`src/rtl/dm_cmd_scheduler.sv`:
```
// DataMover command scheduler: descriptor FIFO, one-outstanding
// command sequencer, status FIFO and level interrupt.
module dm_cmd_scheduler #(
  parameter int C_S_AXI_ADDR_WIDTH = 32,
  parameter int C_S_AXI_DATA_WIDTH = 32,
  parameter int C_DEPTH_LOG2 = 2
) (
  input  logic                          clk,
  input  logic                          rst_n,
  input  logic [C_S_AXI_ADDR_WIDTH-1:0] set_addr,
  input  logic [C_S_AXI_DATA_WIDTH-1:0] set_data,
  input  logic                          set_stb,
  input  logic [C_S_AXI_ADDR_WIDTH-1:0] get_addr,
  output logic [C_S_AXI_DATA_WIDTH-1:0] get_data,
  input  logic                          get_stb,
  output logic [71:0]                   M_AXIS_CMD_TDATA,
  output logic                          M_AXIS_CMD_TVALID,
  input  logic                          M_AXIS_CMD_TREADY,
  input  logic [7:0]                    S_AXIS_STS_TDATA,
  input  logic                          S_AXIS_STS_TVALID,
  output logic                          S_AXIS_STS_TREADY,
  output logic                          irq
);

  localparam int AW = C_DEPTH_LOG2;
  localparam int DEPTH = 1 << AW;
  localparam int CW = AW + 1;

  typedef enum logic [1:0] {
    IDLE,
    ISSUE,
    WAIT_STS
  } state_t;

  state_t state, state_nx;

  logic [2:0]  wsel, rsel;
  logic        wr_addr, wr_len, wr_ctrl, flush;
  logic [31:0] addr_q;
  logic [22:0] btt_q;
  logic        enable, irq_en;
  logic [3:0]  tag_q;
  logic        cmd_ovf, sts_ovf;

  logic [58:0]   cmd_mem [DEPTH];
  logic [AW-1:0] cmd_wp, cmd_rp;
  logic [CW-1:0] cmd_cnt;
  logic          cmd_full, cmd_empty;
  logic          cmd_push, cmd_pop;
  logic [58:0]   cmd_head;
  logic [71:0]   cmd_q;

  logic [7:0]    sts_mem [DEPTH];
  logic [AW-1:0] sts_wp, sts_rp;
  logic [CW-1:0] sts_cnt;
  logic          sts_full, sts_empty;
  logic          sts_rdy, sts_push, sts_pop;
  logic          sts_stall, busy;
  logic [31:0]   rdata;
  logic          unused;

  assign unused = ^{set_addr[C_S_AXI_ADDR_WIDTH-1:5],
                    set_addr[1:0],
                    get_addr[C_S_AXI_ADDR_WIDTH-1:5],
                    get_addr[1:0]};

  assign wsel = set_addr[4:2];
  assign rsel = get_addr[4:2];
  assign wr_addr = set_stb && wsel == 3'd0;
  assign wr_len  = set_stb && wsel == 3'd1;
  assign wr_ctrl = set_stb && wsel == 3'd2;
  assign flush   = wr_ctrl && set_data[2];

  assign cmd_full  = cmd_cnt == CW'(DEPTH);
  assign cmd_empty = cmd_cnt == '0;
  assign cmd_push  = wr_len && !cmd_full && !flush;
  assign cmd_pop   = state == IDLE && enable && !cmd_empty;
  assign cmd_head  = cmd_mem[cmd_rp];

  assign sts_full  = sts_cnt == CW'(DEPTH);
  assign sts_empty = sts_cnt == '0;
  assign sts_rdy   = state == WAIT_STS && !sts_full;
  assign sts_push  = S_AXIS_STS_TVALID && sts_rdy;
  assign sts_pop   = get_stb && rsel == 3'd3 && !sts_empty;
  assign sts_stall = state == WAIT_STS && S_AXIS_STS_TVALID
                     && sts_full;
  assign busy      = state != IDLE;

  assign M_AXIS_CMD_TDATA  = cmd_q;
  assign M_AXIS_CMD_TVALID = state == ISSUE;
  assign S_AXIS_STS_TREADY = sts_rdy;

  always_ff @(posedge clk or negedge rst_n) begin
    if (!rst_n) begin
      addr_q  <= '0;
      btt_q   <= '0;
      enable  <= 1'b0;
      irq_en  <= 1'b0;
      tag_q   <= '0;
      cmd_ovf <= 1'b0;
      sts_ovf <= 1'b0;
      irq     <= 1'b0;
    end else begin
      if (wr_addr) addr_q <= set_data[31:0];
      if (wr_len) btt_q <= set_data[22:0];
      if (wr_ctrl) begin
        enable <= set_data[0];
        irq_en <= set_data[1];
      end
      if (cmd_push) tag_q <= tag_q + 4'd1;
      if (flush) begin
        cmd_ovf <= 1'b0;
        sts_ovf <= 1'b0;
      end else begin
        if (wr_len && cmd_full) cmd_ovf <= 1'b1;
        if (sts_stall) sts_ovf <= 1'b1;
      end
      irq <= irq_en && !sts_empty;
    end
  end

  always_ff @(posedge clk or negedge rst_n) begin
    if (!rst_n) begin
      cmd_wp  <= '0;
      cmd_rp  <= '0;
      cmd_cnt <= '0;
      for (int i = 0; i < DEPTH; i++) cmd_mem[i] <= '0;
    end else if (flush) begin
      cmd_wp  <= '0;
      cmd_rp  <= '0;
      cmd_cnt <= '0;
    end else begin
      if (cmd_push) begin
        cmd_mem[cmd_wp] <= {tag_q, addr_q, set_data[22:0]};
        cmd_wp <= cmd_wp + AW'(1);
      end
      if (cmd_pop) cmd_rp <= cmd_rp + AW'(1);
      cmd_cnt <= cmd_cnt + CW'(cmd_push) - CW'(cmd_pop);
    end
  end

  always_ff @(posedge clk or negedge rst_n) begin
    if (!rst_n) begin
      cmd_q <= '0;
    end else if (cmd_pop) begin
      cmd_q <= {4'h0, cmd_head[58:55], cmd_head[54:23],
                1'b0, 1'b1, 6'h00, 1'b1, cmd_head[22:0]};
    end
  end

  // A status landing in the flush cycle is kept, so the
  // in-flight completion is never lost.
  always_ff @(posedge clk or negedge rst_n) begin
    if (!rst_n) begin
      sts_wp  <= '0;
      sts_rp  <= '0;
      sts_cnt <= '0;
      for (int i = 0; i < DEPTH; i++) sts_mem[i] <= '0;
    end else if (flush) begin
      sts_rp <= '0;
      if (sts_push) begin
        sts_mem[0] <= S_AXIS_STS_TDATA;
        sts_wp     <= AW'(1);
        sts_cnt    <= CW'(1);
      end else begin
        sts_wp  <= '0;
        sts_cnt <= '0;
      end
    end else begin
      if (sts_push) begin
        sts_mem[sts_wp] <= S_AXIS_STS_TDATA;
        sts_wp <= sts_wp + AW'(1);
      end
      if (sts_pop) sts_rp <= sts_rp + AW'(1);
      sts_cnt <= sts_cnt + CW'(sts_push) - CW'(sts_pop);
    end
  end

  always_ff @(posedge clk or negedge rst_n) begin
    if (!rst_n) state <= IDLE;
    else        state <= state_nx;
  end

  always_comb begin
    state_nx = state;
    unique case (state)
      IDLE:     if (cmd_pop) state_nx = ISSUE;
      ISSUE:    if (M_AXIS_CMD_TREADY) state_nx = WAIT_STS;
      WAIT_STS: if (sts_push) state_nx = IDLE;
      default:  state_nx = IDLE;
    endcase
  end

  always_comb begin
    rdata = '0;
    unique case (1'b1)
      rsel == 3'd0: rdata = addr_q;
      rsel == 3'd1: rdata = {9'h000, btt_q};
      rsel == 3'd2: rdata = {30'h0, irq_en, enable};
      rsel == 3'd3: rdata = {!sts_empty, 23'h0,
                             sts_empty ? 8'h00 : sts_mem[sts_rp]};
      rsel == 3'd4: rdata = {cmd_ovf, sts_ovf, 5'h00, busy, 8'h00,
                             8'(sts_cnt), 8'(cmd_cnt)};
      default:      rdata = '0;
    endcase
  end

  assign get_data = C_S_AXI_DATA_WIDTH'(rdata);

endmodule

```
`config.mk`:
```
export PLATFORM = sky130hd
export DESIGN_NAME = dm_cmd_scheduler
export DESIGN_NICKNAME = d
export VERILOG_FILES = /design/src/rtl/dm_cmd_scheduler.sv
export SDC_FILE = /design/constraint.sdc
export NUM_CORES = 1
export LEC_CHECK = 0
export CELL_PAD_IN_SITES_DETAIL_PLACEMENT = 0
export CELL_PAD_IN_SITES_GLOBAL_PLACEMENT = 2
export CORE_ASPECT_RATIO = 1.4
export CORE_UTILIZATION = 29
export CTS_CLUSTER_DIAMETER = 120
export DETAILED_ROUTE_END_ITERATION = 7
export PLACE_DENSITY = 0.72
export SYNTH_ARGS = -nofsm -noshare
export SYNTH_HDL_FRONTEND = slang
export SYNTH_SLANG_ARGS = --single-unit
```
`constraint.sdc`:
```
create_clock -name clk -period 3 [get_ports clk]
set_input_delay 0.75 -clock clk [delete_from_list [all_inputs] [get_ports clk]]
set_output_delay 0.75 -clock clk [all_outputs]
set_load 0.05 [all_outputs]
```
==> flow_summary.toml, run 1 <==
[status]
status = "finished clean"

[final_layout]
postLayoutCoreUtil = 0.3738
syn_to_final_growth_pct = 27.07
regArea_um2 = 10220
num-nets-final = 1419
drive_gt1_frac = 0.4958
mostFrequentLayoutCell = "dfrtp_1"
multi_input_area_um2 = 7099
final_cell_area_um2 = 22360
layoutNonFillerInstCount = 2133
antennaDiodeCount = 0
mostFrequentLayoutCells = "dfrtp_1, mux2_2, clkdlybuf4s50_1, mux4_2, buf_12"
n_fill_cell = 5652

[floorplan]
rows = 106
num_io_pins = 217
core_area_um2 = 59810
die_x_um = 210.2
chipHeight_um = 293.4
start_util = 0.2941
die_area_um2 = 61670

[timing]
finClkSkew_ps = 16.44
setup_ws_ps = 3.843
max_freq_mhz = 333.8
final-setup-viol-count = 0
worst_pin_slew_ps = 647.1
fin_crit_sh = 0.9987
rsz0062_at_grt = "true"
hold_violations = 0
whs_ps = 123.7
slew-limit-headroom = 0.5673
min_period_ps = 2996
setup_tns_ps = 0
drv_slew = 0

[yosys]
ys_seq_area_frac = 0.5803
synth_seq_cells = 408
synth-edff-count = 0
synth_area_per_cell_um2 = 15.97
synthesis.area_um2 = 17590
yosysUniqueCellTypes = 43
synth_ff_type = "dfrtp_1"
synth_warnings = 0
syn_inst = 1102
async_flop_share = 1.000

[pwr]
intPower_mw = 14.35
switching_share = 0.3212
switchingPower_mw = 6.790
p_leak_nw = 10.17
clockPowerShare = 0.249
pwr-share-seq = 0.420
p_total_mw = 21.14
power_density_nw_per_um2 = 945.5
vdd_ir_drop_max_uv = 448.0
p_comb_frac = 0.332

[grt]
grt_antenna_before_repair = 0
grt_max_degree = 81
grt_pass1_vias = 10920
grt_util_all_layers = 0.1421
grt_overflow = 0
grt_pass1_wl_um = 66690

[placed_design]
dp_cells = 2056
io_buffer_count = 147
dp_hpwl_um = 27720
dp_slack_ps = -296.5
gp_congestion = 0.7260
placed_area_um2 = 20850

[min_path]
hold_class = "primary input to asynchronous set/reset pin"

[route]
drc = 0
drt_iter0_markers = 462
first_pass_iters = 6
wire_per_inst_um = 19.87
wl_um = 42390
via_count = 9923
vias_per_cell = 4.652
antenna_left = 0

[clock_tree]
clockBufferDepth = 3
root_buffer = "clkbuf_16"
cts_buffers = 43
clk_pin_slew_ps = 60
clk_latency_ps = 580
htree_levels = 2
cts_tree = "yes"
cts.sinks = 408

[worst_setup_path]
crit_type = "register to output port"
rrSetupSlack_ps = 450
worstSetupStartpointType = "register"
critPathRequiredTime_ps = 2250
worst-path-max-fanout = 4
cp.arrival_ps = 2250
end_kind = "output port"

[run]
cap_viol_max_count = 0
sequential cells by signal, summed over array words and instances (netlist names):
register / flops
cmd_rp: 2
cmd_mem: 236
enable: 1
M_AXIS_CMD_TDATA: 60
irq: 1
sts_mem: 32
sts_ovf: 1
sts_wp: 2
tag_q: 4
state: 2
irq_en: 1
addr_q: 32
cmd_ovf: 1
cmd_wp: 2
sts_cnt: 3
sts_rp: 2
btt_q: 23
cmd_cnt: 3
power by group through the flow:
stage / combinational (mW) / sequential [mW] / clock, mW
2_1_floorplan: 4.34 / 9.15 / 0
6_report: 7.01 / 8.87 / 5.25
3_3_place_gp: 6.90 / 8.87 / 0
4_1_cts: 7.11 / 8.91 / 5.46
3_5_place_dp: 7.04 / 9.01 / 0
5_1_grt: 7.53 / 9.18 / 5.67
path summary, 6_finish.rpt:
kind | cells past startpoint | to | startpoint
worst max-delay path | 6 | get_data[3] | sts_rp[0]
worst min-delay path | 1 | cmd_mem[64] | rst_n
worst max register to register | 11 | sts_cnt[2] | sts_cnt[2]
worst min register to register | 1 | cmd_mem[96] | cmd_mem[96]
max in group asynchronous | 2 | addr_q[23] | rst_n
min in group clk | 1 | cmd_mem[96] | cmd_mem[96]
worst max-delay path, stage by stage, from the launching register on:
cell and delay (ps):
dfrtp_2 390, buf_12 120, mux4_2 510, a222oi_1 290, buf_4 180, inv_2 40
buf_12 130
Yosys cell counts (all sizes together), types with 2 or more instances:
master,count,area share
ha,13,0.0092
clkbuf,26,0.0055
o221ai,2,0.0010
mux4,67,0.086
a22oi,2,0.00085
o21ai,3,0.00085
and2,9,0.0032
nand2b,2,0.00071
nor3b,2,0.00085
a21oi,5,0.0014
dfrtp,408,0.58
nor2b,4,0.0014
nand4,2,0.00071
nor3,4,0.0011
fa,2,0.0023
or2,2,0.00071
a22o,14,0.0070
and3,4,0.0014
inv,18,0.0038
mux2i,8,0.0046
nand2,13,0.0028
xnor2,7,0.0035
mux2,386,0.25
xor2,5,0.0025
buf,51,0.017
nor2,25,0.0053
a222oi,5,0.0028
logic make-up (layout without fill, tap and decap cells):
family,Yosys count,count (layout),share of synthesized area
fa+ha+maj,15,15,0.01152
simple gates,74,74,0.02169
compound gates,36,36,0.01636
other cells,1,11,0.0002131
xor+xnor,12,12,0.005974
mux,461,461,0.3374
flops,408,408,0.5803
buf+inv,95,306,0.02660
cell type report:
cell class / instances / area share
Sequential cell: 408 / 0.4572
Timing Repair Buffer: 214 / 0.1149
Multi-Input combinational cell: 609 / 0.3176
Clock inverter: 10 / 0.005429
Clock buffer: 64 / 0.05658
Tap cell: 810 / 0.04533
Inverter: 18 / 0.003022
repair_timing:
action                                  4_1_cts  5_1_grt
setup buffers                                 2        2
resized for setup                            17        7
pin swaps                                     0        3
hold endpoints to repair                      0        0
endpoints found under the setup margin       30        8
hold buffers                                  0        0
per-layer routing:
metal | wire length, um | vias up | global-route usage
met5 | 0 | - | 0
met2 | 21760 | 170 | 0.2474
met4 | 1292 | 0 | 0.05038
met3 | 1527 | 61 | 0.02469
li1 | - | 4388 | -
met1 | 17810 | 5304 | 0.1759
(Power assumes the default switching activity.)
==> run 2, diff against run 1 <==
--- a/config.mk
+++ b/config.mk
@@ -8,6 +8,7 @@
 export CELL_PAD_IN_SITES_DETAIL_PLACEMENT = 0
 export CELL_PAD_IN_SITES_GLOBAL_PLACEMENT = 2
 export CORE_ASPECT_RATIO = 1.4
+export CORE_MARGIN = 2
 export CORE_UTILIZATION = 29
 export CTS_CLUSTER_DIAMETER = 120
 export DETAILED_ROUTE_END_ITERATION = 7
==> run 2 against run 1 <==
The flow now finishes with violations (setup timing). Combinational power hardly changed. Hold slack got worse by 2.6 ps. Final cell count is 0.38% higher. Critical endpoint is now get_data[5]. Non-clock buffer count increased by 5. Worst setup slack got worse by 67 ps. Via count increased by 0.79%.
==> flow_summary.toml, run 2 (synthesis gave the netlist of run 1 again) <==
[grt]
grt_util_all_layers = 0.1409
grt_pass1_vias = 10910
grt_overflow = 0
grt_pass1_wl_um = 66610
grt_antenna_before_repair = 0
grt_max_degree = 73

[status]
violations = "setup timing"
status = "finished with violations"

[worst_setup_path]
worst-path-buf-inv = 3
crit_path_top_delay_cell = "mux4_2"
critPathRequiredTime_ps = 2250
timing.rr.end = "sts_cnt[2]"
rrSetupSlack_ps = 430
cp_cell_sequence = "buf_6 -> mux4_2 -> a222oi_1 -> inv_1 -> buf_12"
crit_family = "multiplexers"
rr_worst_depth = 11
worst-path-max-fanout = 4
r2r_start = "sts_cnt[2]"
end_kind = "output port"
cp.arrival_ps = 2310
slowest_delay_ps = 510
crit_type = "register to output port"
worstSetupStartpointType = "register"

[route]
antenna_left = 0
drc = 0
wl_um = 42660
vias_per_cell = 4.671
drt_iter0_markers = 333
wire_per_inst_um = 19.92
via_count = 10000
first_pass_iters = 4

[final_layout]
mostFrequentLayoutCells = "dfrtp_1, mux2_2, clkdlybuf4s50_1, mux4_2, buf_12"
top_register = "cmd_mem"
drive_gt1_frac = 0.4966
mostFrequentLayoutCell = "dfrtp_1"
final_cell_area_um2 = 22460
syn_to_final_growth_pct = 27.63
antennaDiodeCount = 0
num-nets-final = 1424
n_fill_cell = 5623
layoutNonFillerInstCount = 2141
largest_reg_flops = 236
postLayoutCoreUtil = 0.3754

[timing]
final-setup-viol-count = 5
setup_tns_ps = -159.3
max_freq_mhz = 326.5
worst_pin_slew_ps = 615.2
setup_ws_ps = -62.71
fin_crit_sh = 1.021
hold_violations = 0
drv_slew = 0
rsz0062_at_grt = "true"
finClkSkew_ps = 20.20
whs_ps = 121.1
min_period_ps = 3063
slew-limit-headroom = 0.5886

[floorplan]
die_area_um2 = 62680
start_util = 0.2941
num_io_pins = 217
core_area_um2 = 59810
die_x_um = 212.2
chipHeight_um = 295.4
rows = 106

[pwr]
p_total_mw = 21.16
power_density_nw_per_um2 = 942.1
p_leak_nw = 10.23
vdd_ir_drop_max_uv = 479.7

[placed_design]
gp_congestion = 0.7251
dp_slack_ps = -243.0
io_buffer_count = 147
placed_area_um2 = 20900
dp_hpwl_um = 28090
dp_cells = 2059

[clock_tree]
clk_pin_slew_ps = 60
cts.sinks = 408
clk_latency_ps = 580
cts_tree = "yes"
htree_levels = 2
cts_buffers = 43
clockBufferDepth = 3
root_buffer = "clkbuf_16"
holdBufCountCts = 0

[run]
cap_viol_max_count = 0

[min_path]
hold_class = "primary input to asynchronous set/reset pin"
## run 2: repair_timing
item	4_1_cts	5_1_grt
resized for setup	25	4
pin swaps	2	2
gates cloned	1	0
endpoints found under the setup margin	32	8
setup buffers	3	2
## run 2: cell type report
| type | count | area [um2] | area share |
|---|---|---|---|
| clock buffer | 65 | 1289 | 0.05739 |
| clock inverter | 12 | 130.1 | 0.005795 |
| inverter | 18 | 70.07 | 0.003120 |
| multi-input combinational | 609 | 7076 | 0.3151 |
| sequential | 408 | 10220 | 0.4551 |
| tap | 810 | 1013 | 0.04513 |
| timing repair buffer | 219 | 2659 | 0.1184 |
## run 2: how the worst max path moves through the flow
stage                startpoint            to  cells past startpoint
floorplan           get_addr[4]  get_data[24]                      3
global placement    get_addr[2]    sts_cnt[2]                     12
detailed placement  get_addr[3]  get_data[17]                      7
CTS                   sts_rp[0]   get_data[4]                      5
global route          sts_rp[0]   get_data[4]                      5
finish                sts_rp[0]   get_data[5]                      5
## run 2: power breakdown
| group | internal (mW) | leakage, nW | switching [mW] |
|---|---|---|---|
| registers | 7.47 | 5.29 | 1.40 |
| clock network | 3.07 | 0.695 | 2.23 |
| logic | 3.86 | 4.24 | 3.14 |
| total | 14.4 | 10.2 | 6.76 |
## run 2: per-layer routing
layer	part of all wire	track usage	vias to the layer above
met4	0.024	0.04517	0
met5	0	0	-
li1	-	-	4416
met3	0.035	0.02433	59
met1	0.43	0.1752	5340
met2	0.51	0.2477	186
==> run 3, diff against run 2 <==
==> config.mk (replaced) <==
export PLATFORM = sky130hd
export DESIGN_NAME = dm_cmd_scheduler
export DESIGN_NICKNAME = d
export VERILOG_FILES = /design/src/rtl/dm_cmd_scheduler.sv
export SDC_FILE = /design/constraint.sdc
export NUM_CORES = 1
export LEC_CHECK = 0
export CELL_PAD_IN_SITES_DETAIL_PLACEMENT = 1
export CELL_PAD_IN_SITES_GLOBAL_PLACEMENT = 2
export CORE_ASPECT_RATIO = 1.4
export CORE_MARGIN = 2
export CORE_UTILIZATION = 35
export CTS_CLUSTER_DIAMETER = 120
export DETAILED_ROUTE_END_ITERATION = 7
export PLACE_DENSITY = 0.82
export SYNTH_ARGS = -nofsm -noshare
export SYNTH_HDL_FRONTEND = slang
export SYNTH_SLANG_ARGS = --single-unit
==> run 3 against run 2 <==
Sequential share of layout area increased by 0.45 points. Utilization increased by 7.0 points. Clock skew fell by 5.6 ps. Sequential power increased by 0.9%. Routed wire length up 2.5%. Fmax rose by 0.81%. Total power grew 1.2%. The flow still finishes with violations (setup timing). Hold slack improved by 12 ps. Die area shrank 17%. Final cell count down 8.0%. Clock-buffer cell count is 1 lower. Combinational power is 2% higher.
==> flow_summary.toml, run 3 (synthesis gave the netlist of run 1 again) <==
[status]
status = "finished with violations"
violations = "setup timing"

[final_layout]
antennaDiodeCount = 0
top_register = "cmd_mem"
mostFrequentLayoutCell = "dfrtp_1"
num-nets-final = 1422
drive_gt1_frac = 0.4966
postLayoutCoreUtil = 0.4459
mostFrequentLayoutCells = "dfrtp_1, mux2_2, clkdlybuf4s50_1, mux4_2, buf_12"
largest_reg_flops = 236
syn_to_final_growth_pct = 26.42
final_cell_area_um2 = 22240

[timing]
slew-limit-headroom = 0.5798
setup_ws_ps = -37.99
max_freq_mhz = 329.2
final-setup-viol-count = 3
hold_violations = 0
drv_slew = 0
fin_crit_sh = 1.013
whs_ps = 132.7
min_period_ps = 3038
finClkSkew_ps = 14.60
worst_pin_slew_ps = 628.4
rsz0062_at_grt = "true"

[floorplan]
num_io_pins = 217
rows = 97
die_area_um2 = 52100
start_util = 0.3527
die_x_um = 193.5
chipHeight_um = 269.3
core_area_um2 = 49880

[clock_tree]
clockBufferDepth = 3
htree_levels = 2
cts.sinks = 408
clk_latency_ps = 560
clk_pin_slew_ps = 60
cts_tree = "yes"
cts_buffers = 43
root_buffer = "clkbuf_16"

[route]
wire_per_inst_um = 22.20
antenna_left = 0
drc = 0
wl_um = 43740
via_count = 10060
first_pass_iters = 6
vias_per_cell = 5.106
drt_iter0_markers = 348

[pwr]
vdd_ir_drop_max_uv = 527.2
switching_share = 0.3214
clockPowerShare = 0.251
switchingPower_mw = 6.883
intPower_mw = 14.53
p_leak_nw = 10.23
p_total_mw = 21.42
pwr-share-seq = 0.418
p_comb_frac = 0.332
power_density_nw_per_um2 = 962.9

[grt]
grt_overflow = 0
grt_max_degree = 93
grt_pass1_wl_um = 69900
grt_util_all_layers = 0.1715
grt_antenna_before_repair = 0
grt_pass1_vias = 11510

[worst_setup_path]
critPathRequiredTime_ps = 2250
crit_path_top_delay_cell = "mux4_2"
cp.arrival_ps = 2290
crit_type = "register to output port"
slowest_delay_ps = 500
cp_cell_sequence = "buf_6 -> mux4_2 -> a222oi_1 -> buf_4 -> inv_2 -> buf_12"
worst-path-max-fanout = 3
worstSetupStartpointType = "register"
rrSetupSlack_ps = 330
end_kind = "output port"

[run]
cap_viol_max_count = 0

[placed_design]
io_buffer_count = 147
dp_hpwl_um = 28600
gp_congestion = 0.7484
dp_slack_ps = -256.3
placed_area_um2 = 20670

[min_path]
hold_class = "primary input to asynchronous set/reset pin"
run 3: changes by cell type in the layout (fill, tap and decap cells not counted), moves of 2 or more:
cell / previous run / this run
bufinv_16: 1 / 3
clkinvlp_4: 2 / 0
dfrtp_1: 404 / 402
dfrtp_2: 2 / 4
buf_4: 43 / 41
inv_16: 0 / 2
clkbuf_1: 9 / 11
clkbuf_8: 13 / 10
run 3: what timing repair did:
| item | in CTS | in global routing |
|---|---|---|
| hold buffers | 0 | 0 |
| buffers inserted | 5 | 4 |
| setup endpoints to repair | 32 | 8 |
| pin swaps | 4 | 5 |
| resized for setup | 21 | 6 |
run 3: critical path, delay by kind of cell (launching register included):
family                 cells  cell delay [ps]
buffers and inverters      4              470
flip-flops                 1              410
multiplexers               1              500
AO/OA/AOI/OAI              1              340
run 3: worst paths after layout:
kind                                         to                 start  cells past startpoint
max in group asynchronous            sts_cnt[2]                 rst_n                      2
max                                 get_data[7]             sts_rp[0]                      6
min in group clk           M_AXIS_CMD_TDATA[30]  M_AXIS_CMD_TDATA[30]                      1
max reg2reg                          sts_cnt[2]            sts_cnt[1]                     12
min reg2reg                M_AXIS_CMD_TDATA[30]  M_AXIS_CMD_TDATA[30]                      1
min                                 cmd_mem[62]                 rst_n                      1
run 3: routing by layer:
layer / track usage / part of all wire / vias up
met1: 0.2127 / 0.42 / 5401
li1: - / - / 4412
met4: 0.04922 / 0.023 / 0
met3: 0.02101 / 0.027 / 53
met2: 0.3123 / 0.53 / 193
met5: 0 / 0 / -
run 3: layout make-up:
type	instances	area (um2)
sequential	408	10220
multi-input combinational	609	7098
fill	4827	27640
timing repair buffer	217	2631
clock inverter	11	163.9
tap	643	804.5
clock buffer	64	1255
inverter	18	67.56
run 3: per-stage QoR:
| stage | setup TNS [ps] | std cells |
|---|---|---|
| floorplan | -113.4 | 1112 |
| global placement | -5536 | 1887 |
| detailed placement | -6273 | 1887 |
| CTS | -396.0 | 1967 |
| global route | -600.4 | 1970 |
| finish | -91.03 | 1970 |
run 3: power groups by stage:
stage,clock network (mW),logic (mW),registers (mW)
CTS,5.54,7.19,8.98
global route,5.74,7.63,9.25
finish,5.37,7.10,8.95
floorplan,0,4.34,9.15
detailed placement,0,7.06,9.07
global placement,0,6.84,8.87
